===== config.mk =====
export PLATFORM = sky130hd
export DESIGN_NAME = carfield_domain_rst_seq
export DESIGN_NICKNAME = d
export VERILOG_FILES = /design/src/rtl/carfield_domain_rst_seq.sv
export SDC_FILE = /design/constraint.sdc
export NUM_CORES = 1
export LEC_CHECK = 0
export ABC_AREA = 1
export ABC_CLOCK_PERIOD_IN_PS = 1500
export BUFFER_PORTS_ARGS = -buffer_cell sky130_fd_sc_hd__buf_4
export CAP_MARGIN = 25
export CORE_UTILIZATION = 45
export DETAILED_ROUTE_END_ITERATION = 7
export PLACE_DENSITY = 0.71
export SYNTH_ARGS = -nofsm -noshare
export SYNTH_HDL_FRONTEND = slang
export SYNTH_SLANG_ARGS = --single-unit

===== constraint.sdc =====
create_clock -name clk_i -period 1.5 [get_ports clk_i]
set_input_delay 0.15 -clock clk_i [delete_from_list [all_inputs] [get_ports clk_i]]
set_output_delay 0.15 -clock clk_i [all_outputs]
set_load 0.02 [all_outputs]

===== src/rtl/carfield_domain_rst_seq.sv =====
// carfield_domain_rst_seq
// Per-domain reset sequencer for the Carfield reset domains
// (Periph, Safed, Secd, IntCluster, FPCluster, L2).
// Each domain runs its own sequence: isolate and drain AXI, hold the domain
// reset, release it while still isolated, then de-isolate.
// Optional feature: define CARFIELD_RST_SEQ_MASK_EN to add rst_mask_i, which
// lets software block new reset requests per domain.
module carfield_domain_rst_seq #(
    parameter int unsigned NumDomains    = 6,
    parameter int unsigned DrainTimeout  = 1024,
    parameter int unsigned RstHoldCycles = 16
) (
    input  logic                  clk_i,
    input  logic                  rst_ni,
    input  logic [NumDomains-1:0] rst_req_i,
    input  logic [NumDomains-1:0] isolated_i,
    input  logic [NumDomains-1:0] clr_timeout_i,
`ifdef CARFIELD_RST_SEQ_MASK_EN
    input  logic [NumDomains-1:0] rst_mask_i,
`endif
    output logic [NumDomains-1:0] isolate_o,
    output logic [NumDomains-1:0] domain_rst_no,
    output logic [NumDomains-1:0] busy_o,
    output logic [NumDomains-1:0] done_o,
    output logic [NumDomains-1:0] timeout_o
);

    localparam int unsigned MaxCount = (DrainTimeout > RstHoldCycles) ? DrainTimeout : RstHoldCycles;
    localparam int unsigned CntWidth = $clog2(MaxCount + 1);

    localparam logic [CntWidth-1:0] DrainLoad = CntWidth'(DrainTimeout);
    localparam logic [CntWidth-1:0] HoldLoad  = CntWidth'(RstHoldCycles);
    localparam logic [CntWidth-1:0] CntOne    = CntWidth'(1);

    typedef enum logic [2:0] {
        StIdle,
        StIso,
        StRst,
        StRel,
        StDeiso
    } SeqState;

    // Requests that are allowed to start or queue a sequence.
    logic [NumDomains-1:0] reqEff;

`ifdef CARFIELD_RST_SEQ_MASK_EN
    assign reqEff = rst_req_i & ~rst_mask_i;
`else
    assign reqEff = rst_req_i;
`endif

    for (genvar d = 0; d < NumDomains; d++) begin : gDomain
        SeqState             stateQ, stateD;
        logic [CntWidth-1:0] cntQ, cntD;
        logic                pendQ, pendD;
        logic                isoQ, isoD;
        logic                rstNQ, rstND;
        logic                busyQ, busyD;
        logic                doneQ, doneD;
        logic                toQ, toD;
        logic                toSet;

        // Next-state and registered-output computation for one domain.
        // The counter expiring is detected at value 1 so that the transition
        // edge is exactly the load value number of cycles after entry.
        always_comb begin
            stateD = stateQ;
            cntD   = cntQ;
            pendD  = pendQ;
            isoD   = isoQ;
            rstND  = rstNQ;
            doneD  = 1'b0;
            toSet  = 1'b0;

            if (stateQ != StIdle && reqEff[d]) begin
                pendD = 1'b1;
            end

            case (stateQ)
                StIdle: begin
                    if (reqEff[d] || pendQ) begin
                        stateD = StIso;
                        isoD   = 1'b1;
                        cntD   = DrainLoad;
                        pendD  = 1'b0;
                    end
                end
                StIso: begin
                    if (isolated_i[d]) begin
                        stateD = StRst;
                        rstND  = 1'b0;
                        cntD   = HoldLoad;
                    end else if (cntQ <= CntOne) begin
                        stateD = StRst;
                        rstND  = 1'b0;
                        cntD   = HoldLoad;
                        toSet  = 1'b1;
                    end else begin
                        cntD = cntQ - CntOne;
                    end
                end
                StRst: begin
                    if (cntQ <= CntOne) begin
                        stateD = StRel;
                        rstND  = 1'b1;
                    end else begin
                        cntD = cntQ - CntOne;
                    end
                end
                StRel: begin
                    stateD = StDeiso;
                    isoD   = 1'b0;
                    cntD   = DrainLoad;
                end
                StDeiso: begin
                    if (!isolated_i[d]) begin
                        stateD = StIdle;
                        doneD  = 1'b1;
                    end else if (cntQ <= CntOne) begin
                        stateD = StIdle;
                        doneD  = 1'b1;
                        toSet  = 1'b1;
                    end else begin
                        cntD = cntQ - CntOne;
                    end
                end
                default: begin
                    stateD = StIdle;
                end
            endcase

            busyD = (stateD != StIdle);
            toD   = (toQ & ~clr_timeout_i[d]) | toSet;
        end

        // State, counter and output registers; reset parks the domain in
        // reset so the power-on release runs through the normal sequence.
        always_ff @(posedge clk_i or negedge rst_ni) begin
            if (!rst_ni) begin
                stateQ <= StRst;
                cntQ   <= HoldLoad;
                pendQ  <= 1'b0;
                isoQ   <= 1'b1;
                rstNQ  <= 1'b0;
                busyQ  <= 1'b1;
                doneQ  <= 1'b0;
                toQ    <= 1'b0;
            end else begin
                stateQ <= stateD;
                cntQ   <= cntD;
                pendQ  <= pendD;
                isoQ   <= isoD;
                rstNQ  <= rstND;
                busyQ  <= busyD;
                doneQ  <= doneD;
                toQ    <= toD;
            end
        end

        assign isolate_o[d]     = isoQ;
        assign domain_rst_no[d] = rstNQ;
        assign busy_o[d]        = busyQ;
        assign done_o[d]        = doneQ;
        assign timeout_o[d]     = toQ;
    end

endmodule


## Yosys cells after proc, flatten, opt, wreduce, memory -nomap -nowiden

Index checks and enable logic that the tools add are counted.
Widths: inputs -> output; s select.

| word-level totals | value |
|---|---|
| flip-flop bits (word level) | 120 |
| bits of input ports | 20 |
| output and inout port bits | 30 |
| logic and storage cells | 360 |

| operators by class | value |
|---|---|
| $add $sub $neg | 6 |
| order comparisons | 6 |
| equal/unequal tests | 48 |
| multiplexer cells | 168 |
| bitwise logic cells | 18 |
| reductions and logical operators | 66 |

Operators by type and width:

| operator | count |
|---|---|
| $mux 11 | 30 |
| $pmux 11 s5 | 6 |
| $mux 3 | 36 |
| $pmux 3 s5 | 6 |
| $mux 1 | 72 |
| $le 11x1->1 const B | 6 |
| $sub 11x1->11 const B | 6 |
| $eq 3x2->1 const B | 12 |
| $ne 2x2->1 const B | 18 |
| $pmux 1 s2 | 18 |
| $reduce_and 3->1 | 12 |
| $reduce_bool 3->1 | 12 |
| $reduce_bool 5->1 | 6 |
| $reduce_bool 2->1 | 12 |
| $eq 3x1->1 const B | 6 |
| $eq 3x3->1 const B | 6 |
| $logic_not 3->1 | 6 |
| $ne 3x3->1 const B | 6 |
| $reduce_and 2->1 | 6 |
| $and 1x1->1 | 6 |
| $logic_and 1x1->1 | 6 |
| $logic_or 1x1->1 | 6 |
| $not 1->1 | 6 |
| $or 1x1->1 | 6 |

## Logic depth before layout (Yosys ltp)

| logic depth | value |
|---|---|
| word-level depth | 5 |
| gate-level depth with buffers | 13 |
| depth with buffers taken out | 13 |

## Worst setup path after synthesis

No wires, ideal clock.

| timing | value |
|---|---|
| path kind | register to register |
| start | register gDomain[5].stateQ[1] |
| end | register gDomain[5].cntQ[1] |
| setup time | 118 ps |
| data arrival time | 1416 ps |
| data required time | 1382 ps |
| path slack | -34 ps |
| stages on the path, launching flop included | 11 |
| path buffers | 1 |
| clock period less this slack | 1534 ps |
| cells stage by stage | dfstp_2 -> inv_1 -> nor3_1 -> nor2_2 -> inv_2 -> nand2_4 -> nand2_4 -> inv_4 -> buf_6 -> nand4_2 -> nand2_1 |

| on the way | value |
|---|---|
| cells in the longest elaborated chain, start to end | 3 |
| elaborated cells on any way between the ends | 10 |
| those cells by class | eq/ne (6); mux (1); reduce/logical (3) |

Ends and longest elaborated chain:

| item | line | source |
|---|---|---|
| start: declaration | 53 | `SeqState stateQ, stateD;` |
| start signal: assignment | 140 | `stateQ <= StRst;` |
| start signal: assignment | 149 | `stateQ <= stateD;` |
| $eq 3x3->1, or another cell as far along | 79 | `case (stateQ)` |
| $reduce_bool 5->1 (no source line) or $ne 2x2->1 (tied branches) | n/a |  |
| $reduce_and 3->1 (no source line) | n/a |  |
| end signal: assignment | 141 | `cntQ <= HoldLoad;` |
| end signal: assignment | 150 | `cntQ <= cntD;` |
| end: declaration | 54 | `logic [CntWidth-1:0] cntQ, cntD;` |

Parallel ways exist; a longest one is shown, timed or not.
A chain may end at the register's enable or synchronous reset.

## Final worst setup path

| timing | value |
|---|---|
| start | register gDomain[4].cntQ[4] |
| end | register gDomain[4].cntQ[9] |

| on the way | value |
|---|---|
| cells in the longest elaborated chain, start to end | 4 |
| elaborated cells on any way between the ends | 7 |
| those cells by class | add/sub (1); order compare (1); mux (5) |

Ends and longest elaborated chain:

| item | line |
|---|---|
| start: declaration | 54 |
| start signal: assignment | 141 |
| start signal: assignment | 150 |
| $sub 11x1->11 or $le 11x1->1 (tied branches) | n/a |
| $mux 11 (on tied branches) | 103, 119, 93 |
| $mux 11 (on tied branches) | 116, 89 |
| $pmux 11 s5 (*) | 79 |

Every way passes the cells marked *; elsewhere a longest branch is shown, timed or not. The select of a mux whose other input is x is not followed.

==> metrics.txt <==
setup TNS -4.47 ns; RR Startpoint gDomain[4].cntQ[4]; Worst Path Max Fanout 4; PnR worst setup slack -0.145 ns; sequential power share 23.6%; Filler cells 966; post-synthesis cell count between 900 and 1,000; Overall Power 20.0 mW; CP max-delay cell dfstp_2; Worst EP required 1.86 ns; Pre-antenna DRT Iters 5; vias in the first global route 6,394; CTS max path bufs 2; Pins Over Slew Limit 0; crit-path max cell delay 0.58 ns; CTS tree done; kind of critical path register to register; Most used DFF post-synth dfrtp_1; met3 Track Usage GR 5.14%; max_cap viols 0; largest net degree at the start of global routing between 40 and 50; Design Area, Final 10,500 um^2; first-pass GRT wire length 28,100 um; Area Overhead vs Synth 52.1%; run status finished, violations left; Starting Density 46.9%; Synth area leader dfrtp_1; met2 usage 37.6%; Setup crit end kind register; Worst slew margin 66.7%; Max Clk Rate 608 MHz; placer congestion estimate 0.862; DRT Wirelength 19,200 um; CTS Root Cell clkbuf_16; Port Buffer Count 49; worst-margin pin slew 0.496 ns; HP Class primary input to register; Yosys Warn Count 0; synthesized net count 960; Leakage ~5.3 nW; Reg clk slew, reported paths around 0.060 ns; Via density 5.08; top-area cell type share of the netlist area between 30% and 40%; CP arrival 2.01 ns; unrepaired setup endpoints after global routing yes; Clk Latency, worst-skew pair 0.43 ns; die span in x 126 um; routed len/inst 14.2 um; CP cell instances nor2_2, nand2_1, nor2_2, nand2_1, nand2_2, buf_6, buf_4, nor2_1, nand3_1, nand2_1, nand2_1, nand2_1; Int Pwr 11.4 mW; drt initial violations 371; DIE AREA around 16,000 um^2; Gate power share 55.2%; Core ar. 14,800 um^2; Final setup violation count 75; failing checks negative setup slack; Detailed Place HPWL about 11,000 um; Period Utilization, post-route 110%; Mapped Area around 6900 um^2; initial antenna violation count 0; peak supply drop 1.13 mV; busiest layer in global routing met2; number of distinct library cells after synthesis 37; clock power share a little over a fifth; Worst Setup SP gDomain[4].cntQ[4]; Avg Inst Size Synth 7.46 um^2; Ports 50; total CTS buffers 17; ys async rst share 100%; crit path launch type register; antenna cells 0; layout cells sized above 1 47.6%; H-tree Lvls 4; post-layout min period 1.65 ns; Net count, final 1,185; register area share after synthesis between 40% and 50%; gr usage total 21.8%; via count just under 7,000; final antenna-violating net count 0; Hold Violations, Final 0; top post-synthesis cells by area dfrtp_1 (35%), nand2_1 (12%), dfstp_2 (9.1%); total gr overflow 0; most frequent cell after synthesis nand2_1; Residual DRC 0; GRT met1 Usage 26.9%; #FFs+latches synth 120; cell repeated most along the worst path nand2_1; sw frac between 40% and 50%; Cell Rows 44; clk_skew roughly 0.010 ns; most frequent cells after synthesis nand2_1 (221), inv_1 (136), nor2_1 (131); Post-synth EDFFs 0; Placed Instance Area 8320 um^2; Sink Count 120; PwrDens 1900 nW/um^2; Die Y 126 um; fin util 71.4%; worst hold start isolated_i[0]; Net Sw Power around 8.6 mW
flip-flops by register name, indices dropped and copies added, names as in the netlist:
signal and count:
gDomain.rstNQ 6, gDomain.isoQ 6, gDomain.doneQ 6, gDomain.cntQ 66
gDomain.stateQ 18, gDomain.toQ 6, gDomain.pendQ 6, gDomain.busyQ 6
cell usage in the layout (no fill, tap or decap), drive strengths merged:
cell type / Yosys / routed
nand2: 232 / 233
buf: 35 / 226
inv: 148 / 150
nor2: 137 / 137
dfrtp: 96 / 96
nand3: 70 / 70
o21ai: 66 / 66
nor3: 30 / 30
dfstp: 24 / 24
xor2: 18 / 18
clkbuf: 0 / 17
a21oi: 16 / 16
ha: 12 / 12
dlygate4sd3: 0 / 11
o21bai: 10 / 10
clkinv: 2 / 10
xnor2: 8 / 8
nand4: 8 / 8
or2: 6 / 6
clkinvlp: 0 / 5
o22ai: 5 / 5
bufinv: 0 / 3
a31oi: 2 / 2
nor4: 1 / 1
nand3b: 1 / 1
o31ai: 1 / 1
power groups by stage:
stage,registers [mW],logic [mW],clock network (mW)
finish,4.71,11.0,4.23
global route,4.78,12.0,4.44
CTS,4.64,8.41,4.28
detailed placement,4.66,7.70,0
global placement,4.65,7.55,0
floorplan,4.58,5.20,0
layout make-up:
type                            count  area (um^2)  share of cell area [%]
Clock buffer                       17          425                    4.04
Timing Repair inverter              3         22.5                   0.214
Tap cell                          184          230                    2.19
Sequential cell                   120         3040                    28.9
Inverter                          150          608                    5.77
Multi-Input combinational cell    624         4110                    39.1
Clock inverter                     15          179                    1.70
Timing Repair Buffer              237         1910                    18.1
worst max-delay path, delay by kind of cell (launching register included):
kind | cells | cell delay (ns)
and+or+nand+nor | 10 | 0.75
DFF | 1 | 0.58
buffers and inverters | 2 | 0.26
per-stage QoR:
stage	std cells	worst slack (ns)	hold WS, ns
floorplan	928	0.000989	-0.146
detailed placement	1264	-0.117	0.124
global route	1350	-0.255	0.0562
global placement	1264	-0.129	0.122
CTS	1326	-0.0481	0.000850
finish	1350	-0.145	0.0545
kinds of logic (layout without fill, tap and decap cells):
logic type                 count (synthesis)  in the layout  share of synthesized area, %
buffers and inverters                    185            422                          12.1
AOI/OAI and AO/OA                        100            100                          8.02
and+or+nand+nor                          485            486                          30.6
DFF                                      120            120                          43.8
xor gates and xnor gates                  26             26                          3.29
adders and majority gates                 12             12                          2.17
timing repair:
item                       CTS  global route
cloned                       1             3
setup endpoints to repair   66            95
resized for setup           96           245
hold buffers                11             0
pin swaps                   38           100
setup buffers               19            22
hold endpoints to repair    37             0
path summary, 6_finish.rpt:
check	cells after the start	to	slack, ns
max	12	gDomain[4].cntQ[9]	-0.15
min	3	gDomain[0].stateQ[2]	0.05
max reg2reg	12	gDomain[4].cntQ[9]	-0.15
min reg2reg	2	gDomain[1].isoQ	0.47
max in group asynchronous	3	gDomain[0].cntQ[4]	0.65
min in group asynchronous	2	gDomain[5].rstNQ	0.22
layer usage:
layer	share of wire (%)	vias to the layer above	wire [um]
li1	-	3350	-
met4	1.8	0	349
met1	42	3326	8110
met2	53	151	10100
met3	3.2	33	615
met5	0	-	0
Power figures use the tool's default switching activity.
